`src/rtl/mppt_pkg.sv`:
```
// ---------------------------------------------------------------------------
// mppt_pkg
// Shared definitions for the perturb-and-observe MPPT controller:
//   - controller state encoding
//   - default sample, power and duty widths
//   - duty limits, perturbation step and settle time
// ---------------------------------------------------------------------------
package mppt_pkg;

    // Default datapath widths
    localparam int MPPT_DW     = 6;            // V and I sample width
    localparam int MPPT_PW     = 2 * MPPT_DW;  // exact V*I product width
    localparam int MPPT_DUTY_W = 8;            // PWM duty command width

    // Duty behaviour
    localparam int MPPT_DUTY_INIT  = 128;
    localparam int MPPT_DUTY_MIN   = 5;
    localparam int MPPT_DUTY_MAX   = 250;
    localparam int MPPT_STEP       = 2;
    localparam int MPPT_SETTLE_CYC = 3;        // settle counter load, <= 255

    // One perturb-and-observe iteration walks SETTLE -> SAMPLE -> CALC -> DECIDE
    typedef enum logic [2:0] {
        IDLE   = 3'd0,
        SETTLE = 3'd1,
        SAMPLE = 3'd2,
        CALC   = 3'd3,
        DECIDE = 3'd4
    } mppt_state_t;

endpackage : mppt_pkg

```
`src/rtl/mult_logic.sv`:
```
// ---------------------------------------------------------------------------
// mult_logic
// Combinational unsigned multiplier producing the exact V*I power.
// Ports:
//   V : in  [DW-1:0]  voltage sample
//   I : in  [DW-1:0]  current sample
//   P : out [PW-1:0]  unsigned product V*I
// ---------------------------------------------------------------------------
module mult_logic
    import mppt_pkg::*;
#(
    parameter int DW = MPPT_DW,
    parameter int PW = MPPT_PW
) (
    input  logic [DW-1:0] V,
    input  logic [DW-1:0] I,
    output logic [PW-1:0] P
);

    // Both operands are widened first so the product is formed at full width.
    assign P = PW'(V) * PW'(I);

endmodule : mult_logic

```
`src/rtl/mppt_po_ctrl.sv`:
```
// ---------------------------------------------------------------------------
// mppt_po_ctrl
// Perturb-and-observe MPPT controller. Each iteration waits for the converter
// to settle, requests one V/I sample pair, registers the power product and
// steps the duty command towards higher power, saturating at the duty limits.
// Ports:
//   clk          : in   system clock, rising edge
//   rst_n        : in   asynchronous active-low reset
//   en           : in   run enable; low forces IDLE and holds duty/dir/p_out
//   sample_req   : out  high while waiting for a sample pair
//   sample_valid : in   V/I pair valid, honoured only while sample_req=1
//   v_in, i_in   : in   voltage / current samples
//   duty         : out  registered duty command
//   dir          : out  perturbation direction, 1 = increase
//   p_out        : out  power of the last completed iteration
//   upd          : out  one-cycle pulse after each duty update
//   busy         : out  high whenever the controller is not IDLE
// ---------------------------------------------------------------------------
module mppt_po_ctrl
    import mppt_pkg::*;
#(
    parameter int DW         = MPPT_DW,
    parameter int PW         = MPPT_PW,
    parameter int DUTY_W     = MPPT_DUTY_W,
    parameter int DUTY_INIT  = MPPT_DUTY_INIT,
    parameter int DUTY_MIN   = MPPT_DUTY_MIN,
    parameter int DUTY_MAX   = MPPT_DUTY_MAX,
    parameter int STEP       = MPPT_STEP,
    parameter int SETTLE_CYC = MPPT_SETTLE_CYC
) (
    input  logic              clk,
    input  logic              rst_n,
    input  logic              en,
    output logic              sample_req,
    input  logic              sample_valid,
    input  logic [DW-1:0]     v_in,
    input  logic [DW-1:0]     i_in,
    output logic [DUTY_W-1:0] duty,
    output logic              dir,
    output logic [PW-1:0]     p_out,
    output logic              upd,
    output logic              busy
);

    // Typed copies of the integer parameters so every comparison is width-exact.
    localparam logic [7:0]        SETTLE_LD = 8'(SETTLE_CYC);
    localparam logic [DUTY_W-1:0] INIT_D    = DUTY_W'(DUTY_INIT);
    localparam logic [DUTY_W:0]   MIN_W     = (DUTY_W + 1)'(DUTY_MIN);
    localparam logic [DUTY_W:0]   MAX_W     = (DUTY_W + 1)'(DUTY_MAX);
    localparam logic [DUTY_W:0]   STEP_W    = (DUTY_W + 1)'(STEP);

    mppt_state_t       state, state_nx;
    logic [7:0]        cnt;
    logic [DW-1:0]     v_r, i_r;
    logic [PW-1:0]     p_mult;
    logic [PW-1:0]     p_now;
    logic [PW-1:0]     p_prev;
    logic              prev_valid;
    logic [DUTY_W-1:0] duty_q;
    logic              dir_q;
    logic              upd_q;

    // Decision datapath
    logic              dec_dir;
    logic [DUTY_W:0]   tgt_up, tgt_dn;
    logic [DUTY_W-1:0] duty_nx;
    logic              dir_nx;

    mult_logic #(
        .DW (DW),
        .PW (PW)
    ) u_mult (
        .V (v_r),
        .I (i_r),
        .P (p_mult)
    );

    // -----------------------------------------------------------------------
    // State register
    // -----------------------------------------------------------------------
    // NOTE: sequential state uses non-blocking (<=) so every register samples
    // pre-edge values; blocking here would create order-dependent races.
    always_ff @(posedge clk or negedge rst_n) begin
        if (!rst_n) state <= IDLE;
        else        state <= state_nx;
    end

    // -----------------------------------------------------------------------
    // Next state and state-decoded outputs
    // -----------------------------------------------------------------------
    // NOTE: every always_comb output is given a default first, so no path
    // leaves a signal unassigned and no latch is inferred.
    always_comb begin
        state_nx   = state;
        sample_req = (state == SAMPLE);
        busy       = (state != IDLE);
        if (!en) begin
            // Disabling wins over everything, including a sample on this edge.
            state_nx = IDLE;
        end else begin
            unique case (state)
                IDLE:    state_nx = SETTLE;
                SETTLE:  if (cnt == 8'd0) state_nx = SAMPLE;
                SAMPLE:  if (sample_valid) state_nx = CALC;
                CALC:    state_nx = DECIDE;
                DECIDE:  state_nx = SETTLE;
                default: state_nx = IDLE;
            endcase
        end
    end

    // -----------------------------------------------------------------------
    // Perturbation decision and saturating duty step
    // -----------------------------------------------------------------------
    always_comb begin
        dec_dir = dir_q;
        if (prev_valid && (p_now < p_prev)) dec_dir = ~dir_q;

        // One extra bit: the up target cannot wrap and a down underflow
        // shows up as the top bit set (duty itself never reaches that bit).
        tgt_up = {1'b0, duty_q} + STEP_W;
        tgt_dn = {1'b0, duty_q} - STEP_W;

        duty_nx = duty_q;
        dir_nx  = dec_dir;
        if (dec_dir) begin
            if (tgt_up > MAX_W) begin
                duty_nx = MAX_W[DUTY_W-1:0];
                dir_nx  = 1'b0;
            end else begin
                duty_nx = tgt_up[DUTY_W-1:0];
            end
        end else begin
            if (tgt_dn[DUTY_W] || (tgt_dn < MIN_W)) begin
                duty_nx = MIN_W[DUTY_W-1:0];
                dir_nx  = 1'b1;
            end else begin
                duty_nx = tgt_dn[DUTY_W-1:0];
            end
        end
    end

    // -----------------------------------------------------------------------
    // Datapath registers
    // -----------------------------------------------------------------------
    always_ff @(posedge clk or negedge rst_n) begin
        if (!rst_n) begin
            cnt        <= '0;
            v_r        <= '0;
            i_r        <= '0;
            p_now      <= '0;
            p_prev     <= '0;
            prev_valid <= 1'b0;
            duty_q     <= INIT_D;
            dir_q      <= 1'b1;
            upd_q      <= 1'b0;
        end else begin
            upd_q <= 1'b0;
            if (!en) begin
                // Abandon the iteration; duty, dir and p_prev are held, and the
                // next run starts without a valid reference power.
                prev_valid <= 1'b0;
            end else begin
                unique case (state)
                    IDLE: cnt <= SETTLE_LD;
                    SETTLE: begin
                        if (cnt != 8'd0) cnt <= cnt - 8'd1;
                    end
                    SAMPLE: begin
                        if (sample_valid) begin
                            v_r <= v_in;
                            i_r <= i_in;
                        end
                    end
                    CALC: p_now <= p_mult;
                    DECIDE: begin
                        duty_q     <= duty_nx;
                        dir_q      <= dir_nx;
                        p_prev     <= p_now;
                        prev_valid <= 1'b1;
                        upd_q      <= 1'b1;
                        cnt        <= SETTLE_LD;
                    end
                    default: cnt <= '0;
                endcase
            end
        end
    end

    assign duty  = duty_q;
    assign dir   = dir_q;
    assign p_out = p_prev;
    assign upd   = upd_q;

endmodule : mppt_po_ctrl

```
`config.mk`:
```
export PLATFORM = sky130hd
export DESIGN_NAME = mppt_po_ctrl
export DESIGN_NICKNAME = d
export VERILOG_FILES = /design/src/rtl/mppt_pkg.sv /design/src/rtl/mult_logic.sv /design/src/rtl/mppt_po_ctrl.sv
export SDC_FILE = /design/constraint.sdc
export NUM_CORES = 1
export LEC_CHECK = 0
export ABC_AREA = 1
export ABC_CLOCK_PERIOD_IN_PS = 7300
export BUFFER_PORTS_ARGS = -buffer_cell sky130_fd_sc_hd__buf_2
export CORE_MARGIN = 2
export CORE_UTILIZATION = 35
export DETAILED_ROUTE_END_ITERATION = 16
export PLACE_DENSITY = 0.54
export REMOVE_ABC_BUFFERS = 1
export SLEW_MARGIN = 30
export SYNTH_ARGS = -nofsm -noshare
export SYNTH_HDL_FRONTEND = slang
export SYNTH_SLANG_ARGS = --single-unit
export TNS_END_PERCENT = 5
```
`constraint.sdc`:
```
create_clock -name clk -period 7.3 [get_ports clk]
set_input_delay 0.73 -clock clk [delete_from_list [all_inputs] [get_ports clk]]
set_output_delay 0.73 -clock clk [all_outputs]
set_load 0.01 [all_outputs]
```
**Word-level counts from Yosys, hierarchy flattened**

Cells that the tools add are included.

- Register bits: 58
- Input bits: 16

- Add/sub/neg operators: 3
- Multipliers: 1
- Order comparisons: 3
- Equal/unequal tests: 8
- Muxes and demuxes: 17
- Bitwise gates (word level): 2
- Reduce and logical (&&, ||, !) cells: 13

Operators with widths:

| operator | number |
|---|---|
| $mux W8 | 4 |
| $pmux W8 S3 | 1 |
| $lt A12 B12 Y1 | 1 |
| $mul A6 B6 Y12 | 1 |
| $pmux W3 S4 | 1 |
| $add A8 B2 Y9 const B | 1 |
| $gt A9 B8 Y1 const B | 1 |
| $lt A9 B3 Y1 const B | 1 |
| $mux W3 | 3 |
| $sub A8 B2 Y9 const B | 1 |
| $logic_not A8 Y1 | 1 |
| $mux W1 | 8 |
| $reduce_bool A8 Y1 | 1 |
| $sub A8 B1 Y8 const B | 1 |
| $eq A3 B2 Y1 const B | 2 |
| $reduce_and A2 Y1 | 3 |
| $reduce_and A3 Y1 | 2 |
| $reduce_or A2 Y1 | 2 |
| $eq A3 B1 Y1 const B | 1 |
| $eq A3 B3 Y1 const B | 1 |
| $logic_not A3 Y1 | 1 |
| $ne A3 B2 Y1 const B | 1 |
| $ne A3 B3 Y1 const B | 1 |
| $reduce_bool A3 Y1 | 1 |
| other kinds (5) | 6 |

**Depth between registers and ports, before layout**

Gate-level depths: netlist of run 1.

- Depth in word-level cells: 5
- Mapped depth: 17
- Depth with buffers taken out: 17

**By module**

Synthesis of run 1 repeated with hierarchy kept, for this count alone.

- Cells, all modules: 588
- Area total of the unflattened synthesis: 4459.3 um2

By module, submodules not included:

| module | times used | cells each | area an instance (um2) | sequential area each (um2) |
|---|---|---|---|---|
| mppt_po_ctrl | 1 | 402 | 3263.1 | 1453.9 |
| mult_logic | 1 | 186 | 1196.1 | 0.0 |

**Least setup slack after synthesis of run 1**

Ideal clock, no wire load.

- Path kind: register -> register
- Start: reg v_r[2]
- End: reg p_now[10]
- Arrival time: 3.236 ns
- Setup slack: 3.947 ns
- Stages on the path, launching flop included: 16
- Path buffers: 0
- Cells stage by stage: dfrtp_1 nand2_1 fa_1 inv_1 fa_1 inv_1 fa_1 inv_1 ha_1 inv_1 o21ai_0 a31oi_1 nand2_1 or2_2 nand3_1 nand2_1

- Word-level cells in the longest chain between the ends: 1

RTL lines:

| element | line | text |
|---|---|---|
| from (decl) | mppt_po_ctrl.sv:54 | `logic [DW-1:0] v_r, i_r;` |
| from (signal assigned) | mppt_po_ctrl.sv:171 | `v_r <= v_in;` |
| $mul A6 B6 Y12 | mult_logic.sv:21 | `assign P = PW'(V) * PW'(I);` |
| to (signal assigned) | mppt_po_ctrl.sv:175 | `CALC: p_now <= p_mult;` |
| to (decl) | mppt_po_ctrl.sv:56 | `logic [PW-1:0] p_now;` |

Every way passes these cells.
A chain may end at the register's enable or synchronous reset.

**Final worst setup path of run 1**

- Start: reg i_r[2]
- End: reg p_now[9]

- Word-level cells in the longest chain between the ends: 1

RTL lines:

| element | line | text |
|---|---|---|
| from (decl) | mppt_po_ctrl.sv:54 |  |
| from (signal assigned) | mppt_po_ctrl.sv:172 | `i_r <= i_in;` |
| $mul A6 B6 Y12 | mult_logic.sv:21 |  |

Every way passes these cells.

==> results.md, run 1 <==
- Fin nets: 681
- Power Density: 468.4 nW/um^2
- Family with the most delay on the worst path: adder cells
- Fin crit period: 3597 ps
- Detailed Route Iter0 Violations: 168
- P_leak: roughly 2.8 nW
- DRT antenna net count: 0
- GR Util All Layers: 0.1469
- Setup Viol. Count Final: 0
- Fmax: between 0.2 and 0.3 GHz
- Max cap viols: 0
- Placer Congestion: ~0.9
- Min-delay src: cnt[4]$_DFFE_PN0P_
- First-pass GRT wire length: about 16 mm
- Die Y: 114.9 microns
- HPWL reported at the end of detailed placement: 6.797 mm
- GRT overflow: 0
- Initial Util: 0.3584
- Number of antenna violations at the first check in global routing: 0
- Hold depth: 1
- # fillers: 1,240
- CTS max path bufs: 2
- CP dominant cell by count: nand2_1
- Crit start category: flop
- FF-to-FF End: p_now[9]$_DFFE_PN0P_
- Part of the Yosys area used for sequential elements: 0.3377
- Vias in the first global route: 3,379
- Worst skew pair latency: 330 ps
- CTS H-tree depth: 3
- Reg-to-reg startpoint: i_r[2]$_DFFE_PN0P_
- Mapped Area: 4305 sq um
- Fin. Hold Viols: 0
- Largest stage delay, worst path: around 540 ps
- Slowest CP cell: fa_1
- Count of cells resized by post-cts repair: 0
- CTS tree: built
- Clock transition at path regs: 50 ps
- Number of distinct library cells after synthesis: 31
- FP Rows: 40
- Commonest non-fill, non-tap cell in the layout: nand2_1
- Xor and xnor area share after synthesis: 0.01598
- Wire per inst: roughly 12 microns
- Simple-gate share of the synthesized area: 0.2569
- RSZ-0062 raised after global routing: no
- Post-Synthesis Cells: 569
- Layout cells sized above 1: 0.1412
- Routed WL: 8.926 mm
- Count of pins over their slew limit: 0
- Max FO, Critical Path: 7
- # Post-CTS Setup Buffers: 0
- Vias/cell: 4.687
- Yosys reg bits: 58
- Layout Area Growth over Synthesis: 14.97%
- Vias: 3,576
- Most frequent cells in the layout: nand2_1, inv_1, dfrtp_1, buf_2, nor2_1
- Critical Path RT: 7510 ps
- Synth Area in Compound Gates: 0.06742
- Worst hold path class: reg2reg
- DIE WIDTH: approximately 110 microns
- Critical path arrival: 3810 ps
- Critical path origin: i_r[2]$_DFFE_PN0P_
- I/O pins: 40
- Peak supply drop: about 0.15 mV
- CP Cell Sequence: nand2_1 > inv_1 > fa_1 > inv_1 > fa_1 > fa_1 > inv_1 > ha_1 > a21oi_1 > o21ai_0 > nand2_1 > nand2_1 > nand2_1 > nand2_1 > a21oi_1 > o21ai_0 > nand2_1
- Clk sinks: 58
- Max_slew headroom: 0.4869
- First-pass DRT Iterations: 4
- Final period util: 0.4927
- Crit path buf inv count: 3
- Status: finished, final reports clean
- Hold buffers post-CTS: 0
- Largest net degree at the start of global routing: 59
- Worst setup EP type: flop
- Ys Warns: 0
- Synth Area per Inst: 7.567 sq um
- Power consumption: 2.319 mW
- Num CTS Buffers: 9
- Die ar.: about 13,000 sq um
- Number of remaining DRC errors: 0
- Root Buffer: clkbuf_16
- ANT cells: 0
- Synth Area in Adders: 0.1837
- Final Util: 0.4121
- Largest family of logic cells by synthesized area: simple AND/OR/NAND/NOR gates
- Setup_tns: 0 ps
- R2R cell count: 17
- WS Path Type: reg2reg
- R2R Setup Slk: 3700 ps
- Worst-margin pin slew: 765.5 ps
- WHS Endpoint: cnt[4]$_DFFE_PN0P_
- Post-synthesis mux area share: 0.03139
- IO Port Bufs: 39
- Clock skew: 3.756 ps
- Core Footprint: ~12,000 sq um
worst max path at each step:
| stage | endpoint | slack (ps) | cells past startpoint |
|---|---|---|---|
| final | p_now[9]$_DFFE_PN0P_ | 3700 | 17 |
| after global routing | p_now[9]$_DFFE_PN0P_ | 3480 | 17 |
| after detailed placement | p_now[9]$_DFFE_PN0P_ | 3740 | 17 |
| after global placement | p_now[9]$_DFFE_PN0P_ | 3800 | 17 |
| after floorplan | p_now[10]$_DFFE_PN0P_ | 3950 | 15 |
| after CTS | p_now[9]$_DFFE_PN0P_ | 3720 | 17 |
cells by family (layout without fill, tap and decap cells):
kind of cell	count (synthesis)	after routing
AOI/OAI and AO/OA	56	56
adders and majority gates	53	53
and+or+nand+nor	266	266
xor gates and xnor gates	7	7
buffers and inverters	117	164
muxes	12	12
DFF	58	58
synth_stat cells:
master | instances | area, sq um
nand2_1 | 179 | 671.9
a21o_1 | 1 | 7.510
fa_1 | 17 | 340.3
nor3_1 | 3 | 15.01
nand4_1 | 5 | 31.28
nor3_4 | 1 | 16.27
mux2_2 | 12 | 135.1
a21oi_1 | 14 | 70.07
o21bai_1 | 2 | 15.01
inv_1 | 104 | 390.4
dfstp_2 | 2 | 52.55
buf_6 | 2 | 22.52
nand3_1 | 28 | 140.1
nor2_1 | 37 | 138.9
clkbuf_1 | 2 | 7.510
ha_1 | 36 | 450.4
o21ai_0 | 33 | 165.2
xnor2_1 | 3 | 26.28
nor3_2 | 1 | 10.01
o21ai_1 | 4 | 20.02
dfrtp_1 | 56 | 1401
inv_2 | 4 | 15.01
nor4_1 | 1 | 6.260
nand2_2 | 2 | 12.51
buf_2 | 5 | 25.02
nor2_2 | 5 | 31.28
xor2_2 | 1 | 16.27
nand3_2 | 2 | 20.02
a31oi_1 | 2 | 12.51
or2_2 | 2 | 12.51
xor2_1 | 3 | 26.28
power by group:
group | switching [mW] | leakage [nW] | total, mW | internal, mW
Sequential | 0.166 | 0.744 | 0.622 | 0.457
Combinational | 0.766 | 1.95 | 1.26 | 0.499
Clock | 0.143 | 0.152 | 0.432 | 0.289
Total | 1.07 | 2.84 | 2.32 | 1.24
routing by layer:
metal,track usage,up-vias,share of wire
met5,0,-,0
met3,0.03426,12,0.037
li1,-,1841,-
met2,0.2310,51,0.48
met4,0.04900,0,0.017
met1,0.2003,1672,0.47
flip-flops by register name, indices dropped and copies added, names as in the netlist:
register,cells
cnt,8
dir,1
duty,8
i_r,6
p_now,12
p_out,12
prev_valid,1
state,3
upd,1
v_r,6
final cells by class:
class / instances / area (sq um) / area share
well taps: 147 / 183.9 / 0.03716
flip-flops and latches: 58 / 1454 / 0.2937
clock buffers: 13 / 270.3 / 0.05460
inverters: 108 / 405.4 / 0.08190
repair buffers: 41 / 210.2 / 0.04247
clock inverters: 2 / 35.03 / 0.007078
multi-input cells: 394 / 2391 / 0.4831
through the flow:
stage                     instances  area, sq um  hold slack [ps]  setup slack (ps)
after detailed placement        748         4644            459.6              3744
after global routing            763         4950            497.4              3476
after floorplan                 560         4250            433.8              3947
after CTS                       763         4950            465.7              3715
final                           763         4950            467.7              3703
after global placement          748         4644            452.4              3797
worst reg2reg max path: cells and delay by family, from the launching register on:
family	cells	cell delay, ps
buffers and inverters	3	150
AND/OR/NAND/NOR	6	500
AO/OA/AOI/OAI	4	520
adder cells (fa/ha/maj)	4	1860
flip-flops	1	450
Power figures use the tool's default switching activity.
==> run 2: changes to the inputs <==
ABC_CLOCK_PERIOD_IN_PS = 3500   (was 7300)
clock period = 3.5 ns   (was 7.3 ns; I/O delays follow)
==> run 2 against run 1 <==
  * The flow now finishes with violations (negative hold slack)
  * Sequential share of layout area decreased by 1.1 points
  * Hold slack worse by 470 ps
  * Register-to-register slack lost 3500 ps
  * Non-clock buffer count up 13
  * Die area did not move
  * Worst setup slack got worse by 3500 ps
  * Sequential power increased by 100%
  * Sequential cell count stayed put
  * Critical path depth down 2
  * Final area grew 4.0%
  * Critical path type unchanged
  * Critical endpoint is now p_now[10]$_DFFE_PN0P_
==> results.md, run 2 (same netlist as run 1, synthesis figures left out) <==
- ANT cells: 0 (unchanged)
- First-pass GRT wire length: 15.50 mm (was 15.61 mm)
- Max FO, Critical Path: 4 (was 7)
- Slowest CP cell: fa_1 (unchanged)
- Fin. Hold Viols: 2 (was 0)
- Most frequent cells in the layout: nand2_1, inv_1, dfrtp_1, buf_2, nor2_1 (unchanged)
- Root Buffer: clkbuf_16 (unchanged)
- Number of antenna violations at the first check in global routing: 0 (unchanged)
- Count of pins over their slew limit: 0 (unchanged)
- Worst-margin pin slew: 715.8 ps (was 765.5 ps)
- Status: finished with violations (was finished, final reports clean)
- Switching power: 2.370 mW (was 1.074 mW)
- FP Rows: 40 (unchanged)
- Clk sinks: 58 (unchanged)
- Power Density: 1032 nW/um^2 (was 468.4 nW/um^2)
- Seq pwr share: 0.236 (was 0.268)
- Largest stage delay, worst path: 530 ps (was 540 ps)
- CTS max path bufs: 2 (unchanged)
- Vias: 3,667 (was 3,576)
- Worst skew pair latency: 330 ps (about the same)
- Hold buffers post-CTS: 0 (unchanged)
- Vias/cell: 4.719 (was 4.687)
- Final Util: 0.4286 (was 0.4121)
- Family with the most delay on the worst path: adder cells (unchanged)
- Worst setup EP type: flop (unchanged)
- Max cap viols: 0 (unchanged)
- Placer Congestion: 0.9031 (was 0.9125)
- CTS tree: built (unchanged)
- Placed Area: 4735 sq um (was 4644 sq um)
- Post-route design area: 5149 sq um (was 4950 sq um)
- CTS H-tree depth: 3 (unchanged)
- RSZ-0062 raised after global routing: no (unchanged)
- Number of remaining DRC errors: 0 (unchanged)
- Clk pwr share: 0.196 (was 0.186)
- Layout cells sized above 1: 0.1810 (was 0.1412)
- Cell internal pwr: 2.946 mW (was 1.244 mW)
- Crit start category: flop (unchanged)
- DRT antenna net count: 0 (unchanged)
- Fin crit period: 3294 ps (was 3597 ps)
- CP dominant cell by count: fa_1 (was nand2_1)
- Layout Area Growth over Synthesis: 19.59% (was 14.97%)
- WS Path Type: reg2reg (unchanged)
- Die Y: 114.9 microns (unchanged)
- Max_slew headroom: 0.5212 (was 0.4869)
- Switching part of the total power: 0.4458 (was 0.4632)
- Commonest non-fill, non-tap cell in the layout: nand2_1 (unchanged)
- IO Port Bufs: 39 (unchanged)
- Initial Util: 0.3584 (unchanged)
- HPWL reported at the end of detailed placement: 7.065 mm (was 6.797 mm)
- P_leak: 2.923 nW (was 2.843 nW)
- Critical path arrival: 3520 ps (was 3810 ps)
- Detailed Route Iter0 Violations: 184 (was 168)
- Fin nets: 694 (was 681)
- GR Util All Layers: 0.1470 (was 0.1469)
- Largest net degree at the start of global routing: 39 (was 59)
- First-pass DRT Iterations: 4 (unchanged)
- I/O pins: 40 (unchanged)
- Power consumption: 5.316 mW (was 2.319 mW)
- Clock transition at path regs: 50 ps (about the same)
- Vias in the first global route: 3,428 (was 3,379)
- CP Cell Sequence: nand2_2 > fa_1 > inv_1 > fa_1 > inv_1 > fa_1 > inv_2 > ha_4 > inv_2 > o21ai_0 > a31oi_1 > nand2_1 > or2_2 > nand3_1 > nand2_1 (was nand2_1 > inv_1 > fa_1 > inv_1 > fa_1 > fa_1 > inv_1 > ha_1 > a21oi_1 > o21ai_0 > nand2_1 > nand2_1 > nand2_1 > nand2_1 > a21oi_1 > o21ai_0 > nand2_1)
- Worst hold path class: in2async (was reg2reg)
- Num CTS Buffers: 9 (unchanged)
- Comb power frac: 0.568 (was 0.545)
- DIE WIDTH: 114.9 microns (unchanged)
- Core Footprint: 12,010 sq um (unchanged)
- Crit path buf inv count: 4 (was 3)
- WHS: -3.092 ps (was 467.7 ps)
- Routed WL: 9.074 mm (was 8.926 mm)
- Failing checks: negative hold slack
- Final period util: 0.9412 (was 0.4927)
- Setup Viol. Count Final: 0 (unchanged)
- Fmax: 0.3036 GHz (was 0.2780 GHz)
- Peak supply drop: 0.3608 mV (was 0.1541 mV)
- Clock skew: 4.178 ps (was 3.756 ps)
- Critical Path RT: 3720 ps (was 7510 ps)
- Wire per inst: 11.68 microns (was 11.70 microns)
- GRT overflow: 0 (unchanged)
- Die ar.: 13,200 sq um (unchanged)
## run 2: changes by cell type in the layout (fill, tap and decap cells not counted), sizes merged
cell | previous run | this run
buf | 41 | 54
bufinv | 1 | 3
clkbuf | 13 | 11
clkinv | 1 | 2
## run 2: power by group through the flow
stage / Sequential [mW] / Combinational, mW / Clock [mW]
after CTS: 1.25 / 2.83 / 1.06
after global routing: 1.30 / 3.50 / 1.10
after detailed placement: 1.26 / 2.80 / 0
after global placement: 1.25 / 2.77 / 0
final: 1.25 / 3.02 / 1.04
after floorplan: 1.27 / 2.00 / 0
## run 2: area by class of cell
type / count / area, sq um
clock inverter: 5 / 100.1
multi-input combinational: 394 / 2441
tap: 147 / 183.9
sequential: 58 / 1458
timing repair buffer: 54 / 307.8
inverter: 108 / 405.4
clock buffer: 11 / 252.7
fill: 1240 / 6863
## run 2: path summary, 6_finish.rpt
check / start / to / slack (ps) / cells after the start
setup / recovery: i_r[5]$_DFFE_PN0P_ / p_now[10]$_DFFE_PN0P_ / 210 / 15
hold / removal: rst_n / i_r[4]$_DFFE_PN0P_ / -3 / 1
setup reg to reg: i_r[5]$_DFFE_PN0P_ / p_now[10]$_DFFE_PN0P_ / 210 / 15
hold reg to reg: cnt[4]$_DFFE_PN0P_ / cnt[4]$_DFFE_PN0P_ / 490 / 1
max in group asynchronous: rst_n / dir$_DFFE_PN1P_ / 2580 / 2
min in group clk: i_in[5] / i_r[5]$_DFFE_PN0P_ / 250 / 2
## run 2: repair_timing
action                     CTS  global route
pin swaps                    0            13
gates resized for setup      1            15
setup endpoints to repair    2             4
setup buffers                0             1
gates cloned                 0             0
## run 2: per-stage QoR
step / setup TNS, ps / hold WS [ps] / std cells / setup slack (ps)
after floorplan: 0 / 54.41 / 560 / 146.8
after global placement: 0 / 370.2 / 760 / 7.934
after detailed placement: -10.36 / 376.0 / 760 / -10.36
after CTS: 0 / 16.75 / 776 / 16.70
after global routing: 0 / 42.30 / 777 / 21.53
final: 0 / -3.092 / 777 / 205.8
## run 2: routing by layer
layer	global-route usage	wire (microns)	share of wire	up-vias
met3	0.03057	300	0.033	15
met4	0.06908	149	0.016	0
li1	-	-	-	1883
met5	0	0	0	-
met1	0.1954	4279	0.47	1711
met2	0.2298	4345	0.48	58
